`src/rtl/scoreboard_ctrl_if.sv`:
```
// scoreboard_ctrl_if: bundles the decode-issue, writeback, flush and scoreboard status signals.
// Latency: none, wires only.
// Backpressure: iss_stall/iss_fire flow back to decode; writeback and flush carry no backpressure.
interface scoreboard_ctrl_if #(
    parameter int NUM_REGS = 32,
    parameter int ADDR_W   = 5,
    parameter int INFL_W   = 7
);
    logic                iss_valid;
    logic [ADDR_W-1:0]   iss_rs1;
    logic                iss_rs1_used;
    logic [ADDR_W-1:0]   iss_rs2;
    logic                iss_rs2_used;
    logic [ADDR_W-1:0]   iss_rd;
    logic                iss_rd_we;
    logic                ds_stall;
    logic                wb_valid;
    logic [ADDR_W-1:0]   wb_rd;
    logic                flush;
    logic                iss_stall;
    logic                iss_fire;
    logic [NUM_REGS-1:0] busy_mask;
    logic [INFL_W-1:0]   inflight;
    logic                underflow_err;

    // Decode/writeback side: drives the uop and retirement, observes the stall/status.
    modport master (
        output iss_valid, iss_rs1, iss_rs1_used, iss_rs2, iss_rs2_used,
        output iss_rd, iss_rd_we, ds_stall, wb_valid, wb_rd, flush,
        input  iss_stall, iss_fire, busy_mask, inflight, underflow_err
    );

    // Scoreboard side.
    modport slave (
        input  iss_valid, iss_rs1, iss_rs1_used, iss_rs2, iss_rs2_used,
        input  iss_rd, iss_rd_we, ds_stall, wb_valid, wb_rd, flush,
        output iss_stall, iss_fire, busy_mask, inflight, underflow_err
    );
endinterface

```
`src/rtl/scoreboard_ctrl.sv`:
```
// scoreboard_ctrl: per-register pending-write counters that hold decode on source hazards and counter saturation.
// Latency: issue decision is combinational; a retired write frees its register next cycle (same cycle when SCOREBOARD_WB_BYPASS_EN is defined).
// Backpressure: iss_stall holds decode on hazard, ds_stall or flush; writeback is never back-pressured.
module scoreboard_ctrl #(
    parameter int NUM_REGS = 32,
    parameter int ADDR_W   = 5,
    parameter int CNT_W    = 2,
    parameter int INFL_W   = 7
) (
    input  logic             clk,
    input  logic             rst,
    scoreboard_ctrl_if.slave sb
);
    localparam logic [CNT_W-1:0]  CNT_MAX  = '1;
    localparam logic [CNT_W-1:0]  CNT_ONE  = CNT_W'(1);
    localparam logic [INFL_W-1:0] INFL_ONE = INFL_W'(1);

    logic [CNT_W-1:0]    cnt_q [NUM_REGS];
    logic [CNT_W-1:0]    cnt_d [NUM_REGS];
    logic [INFL_W-1:0]   inflight_q, inflight_d;
    logic                underflow_q, underflow_d;

    logic [CNT_W-1:0]    rs1_cnt, rs2_cnt, rd_cnt, wb_cnt;
    logic                rs1_byp, rs2_byp;
    logic                haz1, haz2, hazw;
    logic                fire, inc, dec, unf;
    logic [NUM_REGS-1:0] busy;

    // Hazard evaluation and issue decision from current counters and the uop in decode.
    always_comb begin
        rs1_cnt = cnt_q[sb.iss_rs1];
        rs2_cnt = cnt_q[sb.iss_rs2];
        rd_cnt  = cnt_q[sb.iss_rd];
        wb_cnt  = cnt_q[sb.wb_rd];
`ifdef SCOREBOARD_WB_BYPASS_EN
        // Regfile writes through, so the last pending write retiring now satisfies a reader now.
        rs1_byp = sb.wb_valid && (sb.wb_rd == sb.iss_rs1) && (rs1_cnt == CNT_ONE);
        rs2_byp = sb.wb_valid && (sb.wb_rd == sb.iss_rs2) && (rs2_cnt == CNT_ONE);
`else
        rs1_byp = 1'b0;
        rs2_byp = 1'b0;
`endif
        haz1 = sb.iss_rs1_used && (sb.iss_rs1 != '0) && (rs1_cnt != '0) && !rs1_byp;
        haz2 = sb.iss_rs2_used && (sb.iss_rs2 != '0) && (rs2_cnt != '0) && !rs2_byp;
        hazw = sb.iss_rd_we && (sb.iss_rd != '0) && (rd_cnt == CNT_MAX);
        // Gated by rst so nothing issues while the counters are held in reset.
        fire = rst && sb.iss_valid && !haz1 && !haz2 && !hazw && !sb.ds_stall && !sb.flush;
        inc  = fire && sb.iss_rd_we && (sb.iss_rd != '0);
        dec  = sb.wb_valid && (sb.wb_rd != '0) && (wb_cnt != '0);
        unf  = sb.wb_valid && (sb.wb_rd != '0) && (wb_cnt == '0) && !sb.flush;
    end

    // Next-state counters: flush wipes everything; otherwise apply issue increment and retire decrement.
    always_comb begin
        cnt_d       = cnt_q;
        inflight_d  = inflight_q;
        underflow_d = underflow_q;
        if (sb.flush) begin
            for (int r = 0; r < NUM_REGS; r++) begin
                cnt_d[r] = '0;
            end
            inflight_d = '0;
        end else begin
            if (inc) begin
                cnt_d[sb.iss_rd] = cnt_q[sb.iss_rd] + CNT_ONE;
            end
            // Reads cnt_d so an increment and decrement on the same register cancel.
            if (dec) begin
                cnt_d[sb.wb_rd] = cnt_d[sb.wb_rd] - CNT_ONE;
            end
            if (inc && !dec) begin
                inflight_d = inflight_q + INFL_ONE;
            end else if (dec && !inc) begin
                inflight_d = inflight_q - INFL_ONE;
            end
            if (unf) begin
                underflow_d = 1'b1;
            end
        end
    end

    // State registers; reset clears all tracking immediately.
    always_ff @(posedge clk or negedge rst) begin
        if (!rst) begin
            for (int r = 0; r < NUM_REGS; r++) begin
                cnt_q[r] <= '0;
            end
            inflight_q  <= '0;
            underflow_q <= 1'b0;
        end else begin
            cnt_q       <= cnt_d;
            inflight_q  <= inflight_d;
            underflow_q <= underflow_d;
        end
    end

    // Busy mask decoded from registered counters only; register 0 is never incremented so its bit stays 0.
    always_comb begin
        busy = '0;
        for (int r = 0; r < NUM_REGS; r++) begin
            busy[r] = (cnt_q[r] != '0);
        end
    end

    assign sb.iss_fire      = fire;
    assign sb.iss_stall     = sb.iss_valid && !fire;
    assign sb.busy_mask     = busy;
    assign sb.inflight      = inflight_q;
    assign sb.underflow_err = underflow_q;
endmodule

```
`src/flat_wrapper.sv`:
```
// flat-port wrapper written by rule: the top's interface ports become plain ports
module scoreboard_ctrl_flat 
#(
    parameter int NUM_REGS = 32,
    parameter int ADDR_W   = 5,
    parameter int CNT_W    = 2,
    parameter int INFL_W   = 7
)
  (clk, rst, sb_iss_valid, sb_iss_rs1, sb_iss_rs1_used, sb_iss_rs2, sb_iss_rs2_used, sb_iss_rd, sb_iss_rd_we, sb_ds_stall, sb_wb_valid, sb_wb_rd, sb_flush, sb_iss_stall, sb_iss_fire, sb_busy_mask, sb_inflight, sb_underflow_err);
  scoreboard_ctrl_if #(.NUM_REGS(NUM_REGS), .ADDR_W(ADDR_W), .INFL_W(INFL_W)) sb_i ();
  input  logic clk;
  input  logic rst;
  input wire logic [$bits(sb_i.iss_valid)-1:0] sb_iss_valid;
  input wire logic [$bits(sb_i.iss_rs1)-1:0] sb_iss_rs1;
  input wire logic [$bits(sb_i.iss_rs1_used)-1:0] sb_iss_rs1_used;
  input wire logic [$bits(sb_i.iss_rs2)-1:0] sb_iss_rs2;
  input wire logic [$bits(sb_i.iss_rs2_used)-1:0] sb_iss_rs2_used;
  input wire logic [$bits(sb_i.iss_rd)-1:0] sb_iss_rd;
  input wire logic [$bits(sb_i.iss_rd_we)-1:0] sb_iss_rd_we;
  input wire logic [$bits(sb_i.ds_stall)-1:0] sb_ds_stall;
  input wire logic [$bits(sb_i.wb_valid)-1:0] sb_wb_valid;
  input wire logic [$bits(sb_i.wb_rd)-1:0] sb_wb_rd;
  input wire logic [$bits(sb_i.flush)-1:0] sb_flush;
  output wire logic [$bits(sb_i.iss_stall)-1:0] sb_iss_stall;
  output wire logic [$bits(sb_i.iss_fire)-1:0] sb_iss_fire;
  output wire logic [$bits(sb_i.busy_mask)-1:0] sb_busy_mask;
  output wire logic [$bits(sb_i.inflight)-1:0] sb_inflight;
  output wire logic [$bits(sb_i.underflow_err)-1:0] sb_underflow_err;
  assign sb_i.iss_valid = sb_iss_valid;
  assign sb_i.iss_rs1 = sb_iss_rs1;
  assign sb_i.iss_rs1_used = sb_iss_rs1_used;
  assign sb_i.iss_rs2 = sb_iss_rs2;
  assign sb_i.iss_rs2_used = sb_iss_rs2_used;
  assign sb_i.iss_rd = sb_iss_rd;
  assign sb_i.iss_rd_we = sb_iss_rd_we;
  assign sb_i.ds_stall = sb_ds_stall;
  assign sb_i.wb_valid = sb_wb_valid;
  assign sb_i.wb_rd = sb_wb_rd;
  assign sb_i.flush = sb_flush;
  assign sb_iss_stall = sb_i.iss_stall;
  assign sb_iss_fire = sb_i.iss_fire;
  assign sb_busy_mask = sb_i.busy_mask;
  assign sb_inflight = sb_i.inflight;
  assign sb_underflow_err = sb_i.underflow_err;
  scoreboard_ctrl #(.NUM_REGS(NUM_REGS), .ADDR_W(ADDR_W), .CNT_W(CNT_W), .INFL_W(INFL_W)) u_core (.clk(clk), .rst(rst), .sb(sb_i));
endmodule
```
`config.mk`:
```
export PLATFORM = sky130hd
export DESIGN_NAME = scoreboard_ctrl_flat
export DESIGN_NICKNAME = d
export VERILOG_FILES = /design/src/rtl/scoreboard_ctrl_if.sv /design/src/rtl/scoreboard_ctrl.sv /design/src/flat_wrapper.sv
export SDC_FILE = /design/constraint.sdc
export NUM_CORES = 1
export LEC_CHECK = 0
export ABC_CLOCK_PERIOD_IN_PS = 9600
export CAP_MARGIN = 20
export CORE_MARGIN = 4
export CORE_UTILIZATION = 64
export CTS_CLUSTER_DIAMETER = 120
export CTS_CLUSTER_SIZE = 16
export DETAILED_ROUTE_END_ITERATION = 8
export PLACE_DENSITY = 0.88
export SLEW_MARGIN = 0
export SYNTH_ARGS = -nofsm -noshare
export SYNTH_HDL_FRONTEND = slang
export SYNTH_SLANG_ARGS = --single-unit
```
`constraint.sdc`:
```
create_clock -name clk -period 9.6 [get_ports clk]
set_input_delay 1.44 -clock clk [delete_from_list [all_inputs] [get_ports clk]]
set_output_delay 1.44 -clock clk [all_outputs]
set_load 0.01 [all_outputs]
```
Yosys cells after proc, flatten, opt, wreduce, memory -nomap -nowiden:

Cells that the tools add are included.

* bits in registers: 72
* logic and storage cells: 151
* output and inout port bits: 42
* input port bits: 29

* $lt $le $gt $ge: 6
* eq/ne operators: 1
* $add $sub $neg: 4
* mux-type cells: 28
* reductions and logical operators: 73
* bitwise operators: 5

Operators by type and width (number)
* $mux 64: 4
* $bwmux 64: 2
* $reduce_bool 2->1: 35
* $bmux 2 s5: 5
* $ge 6x6->1 const B: 4
* $mux 2: 12
* $not 5->6: 4
* $logic_and 1x1->1: 23
* $mux 7: 3
* $demux 2 s5: 2
* $reduce_bool 5->1: 4
* $lt 6x1->1 const B: 2
* $logic_not 1->1: 8
* $add 7x1->7 const B: 1
* $sub 7x1->7 const B: 1
* $reduce_bool 3->1: 1
* $add 2x1->2 const B: 1
* $eq 2x2->1 const B: 1
* $logic_not 2->1: 1
* $reduce_and 2->1: 1
* $sub 2x1->2 const B: 1
* $not 1->1: 1

Depth between registers and ports, before layout:

* word-level depth: 23
* depth in mapped cells: 23
* depth with buffers taken out: 18

Worst setup path after synthesis:

Ideal clock, no wire load.

* kind: input to register
* start: input port sb_iss_rd[0]
* end: register u_core.cnt_q[41] (netlist name)
* setup slack: 3.508 ns
* path buffers: 4
* setup time: 0.154 ns
* arrival time: 5.938 ns
* required time: 9.446 ns
* stages: 19
* path through: buf_6 > clkbuf_1 > mux4_2 > mux4_2 > nand2_1 > nand2_1 > ha_1 > nor2_1 > and3_1 > buf_2 > o211ai_1 > or3_1 > mux2_1 > o221ai_1 > a311o_1 > o311a_2 > xor2_2 > buf_2 > a31oi_1

RTL lines
* from (decl): RTL line flat_wrapper.sv:18 `input wire logic [$bits(sb_i.iss_rd)-1:0] sb_iss_rd;`
* to (signal assigned): RTL line scoreboard_ctrl.sv:91 `cnt_q <= cnt_d;`
* to (decl): RTL line scoreboard_ctrl.sv:18 `logic [CNT_W-1:0] cnt_q [NUM_REGS];`

==> results.yml <==
global_route:
  grt_pass1_vias: 7832
  track_usage_pct: 46.27
  grt_start_max_net_pins: 59
  grt_overflow: 0
  grt_pass1_wl_mm: 45.84
  antenna_found_initial: 0
hold_path:
  min_delay_path_depth: 2
  hold_path.class: "flip-flop to flip-flop"
synthesis:
  yosysWarnings: 0
  syn-num-nets: 939
  synth_edf_count: 0
  syn_avg_cell_area_um2: 8.109
  ys_top_cells_by_area: "dfrtp_1, mux4_2, nor2_1, mux2i_1, nand2_1"
  synth_top_area_share_pct: 24.61
  yosys.area.top_type: "dfrtp_1"
  ys.flop_type: "dfrtp_1"
  synth.most_common_cell: "nor2_1"
  synth.distinct_cells: 81
  ys_seq_area_share_pct: 24.61
  synth_commonest_cells: "nor2_1, nand2_1, dfrtp_1"
  syn-instance-count: 903
  synth_seq_cells: 72
  syn-cell-area_um2: 7322
  ys_async_sr_fraction_pct: 100.0
floorplan:
  core_area_um2: 11030
  io_pins: 71
  design.die.area_um2: 13220
  fp-row-count: 38
  start_util_pct: 66.38
  die_y_um: 115.0
  die_w_um: 115.0
sta:
  setup_viol: 0
  fin_setup_tns_ps: 0
  timing.fmax_ghz: 0.1253
  worst_slew_pin_slew_ps: 1041
  timing.hold.ws_ps: 468.3
  rsz0062_at_grt: "no"
  report.final.slew_viol_count: 0
  fin_crit_sh_pct: 83.11
  min_period_ps: 7978
  clock_skew_ps: 6.494
  finalHoldViolations: 0
  relSlewSlack_pct: 29.95
clocking:
  clk_latency_ps: 340
  post_cts_resized: 0
  cts_buffers: 9
  hold_buffers: 0
  cts.path.max_buffers: 2
  cts-root-buf: "clkbuf_16"
  cts_tree: "yes"
  post-cts-setup-buffers: 0
  h-tree-depth: 3
  clk_pin_slew_ps: 60
  cts.sinks: 72
route:
  wl_per_cell_um: 28.09
  dr.pass1.iters: 9
  wl_mm: 30.53
  drc_errors: 20
  drt_first_iter_violations: 1717
  antenna_left: 0
  num_vias: 8349
  via_per_inst: 7.681
power:
  ir_worst_vdd_v: 0.0001014
  power.total_uw: 855.9
  leakagePower_nw: 3.703
  powerDensity_nw_per_um2: 102.2
critical_path:
  cpPeakStageDelay_ps: 630
  worst-path-buf-inv: 4
  cp_data_required_time_ps: 9760
  worstSetupPathType: "input pin to flip-flop"
  cpMostUsedCell: "buf_4"
  start_kind: "input pin"
  cp_top_family: "compound AO/OA/AOI/OAI gates"
  path_cells: "clkdlybuf4s50_1 -> buf_4 -> mux4_2 -> nor2b_1 -> a2111oi_0 -> a311o_2 -> inv_2 -> ha_1 -> nor2_1 -> and3_1 -> o211ai_1 -> or3_1 -> mux2_1 -> o221ai_1 -> a311o_1 -> o311a_2 -> xor2_2 -> buf_4 -> a31oi_1"
  cp_slowest_cell: "clkdlybuf4s50_1"
  ff2ff_path_depth: 17
  arrival_ps: 8140
  end_kind: "flip-flop"
  cp_max_fo: 26
  crit_cells: 19
placement:
  gp_congestion: 1.101
  hpwlAfterDp_mm: 22.23
  dp.cells: 1070
  port_buffers: 70
finish:
  fin_util_pct: 75.88
  fin_cells: 1087
  drive_above_1_share_pct: 12.57
  fin_nets: 978
  syn2layout_area_growth_pct: 14.32
  diodes: 0
run:
  maxCapViolCount: 0
status:
  status: "finished with violations"
  failed_checks: "design-rule violations"
==> logic make-up after synthesis <==
family / count (synthesis) / share of synthesized area (%)
buffers and inverters: 122 / 7.348
flip-flops: 72 / 24.61
AO/OA/AOI/OAI: 208 / 21.69
multiplexers: 92 / 18.78
AND/OR/NAND/NOR: 396 / 25.46
adder cells (fa/ha/maj): 7 / 1.299
XOR/XNOR: 6 / 0.8204
==> metal layers <==
metal / vias to the layer above / track usage [%] / wire (um)
met1: 3806 / 61.07 / 10450
met3: 216 / 18.47 / 5806
met4: 0 / 21.52 / 1988
li1: 3443 / - / -
met5: - / 0 / 0
met2: 884 / 66.90 / 12290
==> registers in the layout, indices dropped and copies added, names as in the netlist <==
signal                   flops
u_core.sb.inflight           7
u_core.sb.underflow_err      1
u_core.cnt_q                64
==> power by group <==
part / internal, mW / leakage (nW) / total [mW] / switching, mW
clock network: 0.230 / 0.153 / 0.376 / 0.146
registers: 0.304 / 1.00 / 0.305 / 0.000783
logic: 0.0527 / 2.55 / 0.175 / 0.123
total: 0.587 / 3.70 / 0.856 / 0.269
==> worst min-delay path: cells and delay by family, from the launching register on <==
kind / cells / cell delay, ps
flip-flops: 1 / 340
buffers and inverters: 1 / 40
AO/OA/AOI/OAI: 1 / 50
==> worst paths after layout <==
| check | slack, ps | endpoint | from |
|---|---|---|---|
| worst min register to register | 470 | u_core.sb.underflow_err$_DFFE_PN0P_ | u_core.sb.underflow_err$_DFFE_PN0P_ |
| worst max-delay path | 1620 | u_core.cnt_q[11]$_DFF_PN0_ | sb_iss_rd[1] |
| min in group asynchronous | 960 | u_core.cnt_q[61]$_DFF_PN0_ | rst |
| max in group asynchronous | 7600 | u_core.cnt_q[46]$_DFF_PN0_ | rst |
| worst min-delay path | 470 | u_core.sb.underflow_err$_DFFE_PN0P_ | u_core.sb.underflow_err$_DFFE_PN0P_ |
| worst max register to register | 3210 | u_core.cnt_q[11]$_DFF_PN0_ | u_core.cnt_q[16]$_DFF_PN0_ |
==> area by class of cell <==
cell class                      count  area [um2]
Clock buffer                        9       225.2
Clock inverter                      7       101.3
Fill cell                         823        2660
Inverter                           55       206.4
Multi-Input combinational cell    709        4982
Sequential cell                    72        1802
Tap cell                          140       175.2
Timing Repair Buffer               95       878.3
==> metrics by stage <==
stage | area (um2) | worst slack (ps)
detailed placement | 8039 | 1473
global route | 8371 | 1339
finish | 8371 | 1622
global placement | 8039 | 1619
floorplan | 7322 | 3508
CTS | 8366 | 1801
==> cell usage in the layout (no fill, tap or decap), types with 8 or more instances in the layout <==
cell             netlist  final
and3_1                 9      9
nand4_1               23     23
a31oi_1               23     23
nor4_1                 9      9
nand3_1               22     22
mux4_2                35     35
mux2i_1               44     44
inv_1                 53     53
o21ai_0               20     20
a21oi_1               40     40
clkdlybuf4s50_1        0     68
nor2b_1               16     16
nand2_1              105    105
nand2b_1               8      8
mux2_2                11     11
a211oi_2               9      9
dfrtp_1               72     72
buf_4                  5     25
clkbuf_16              0      9
nor3_1                45     45
a211oi_1              20     20
nor2_1               128    128
and2_1                 9      9
Note: power is estimated with default switching activity, not from simulation.
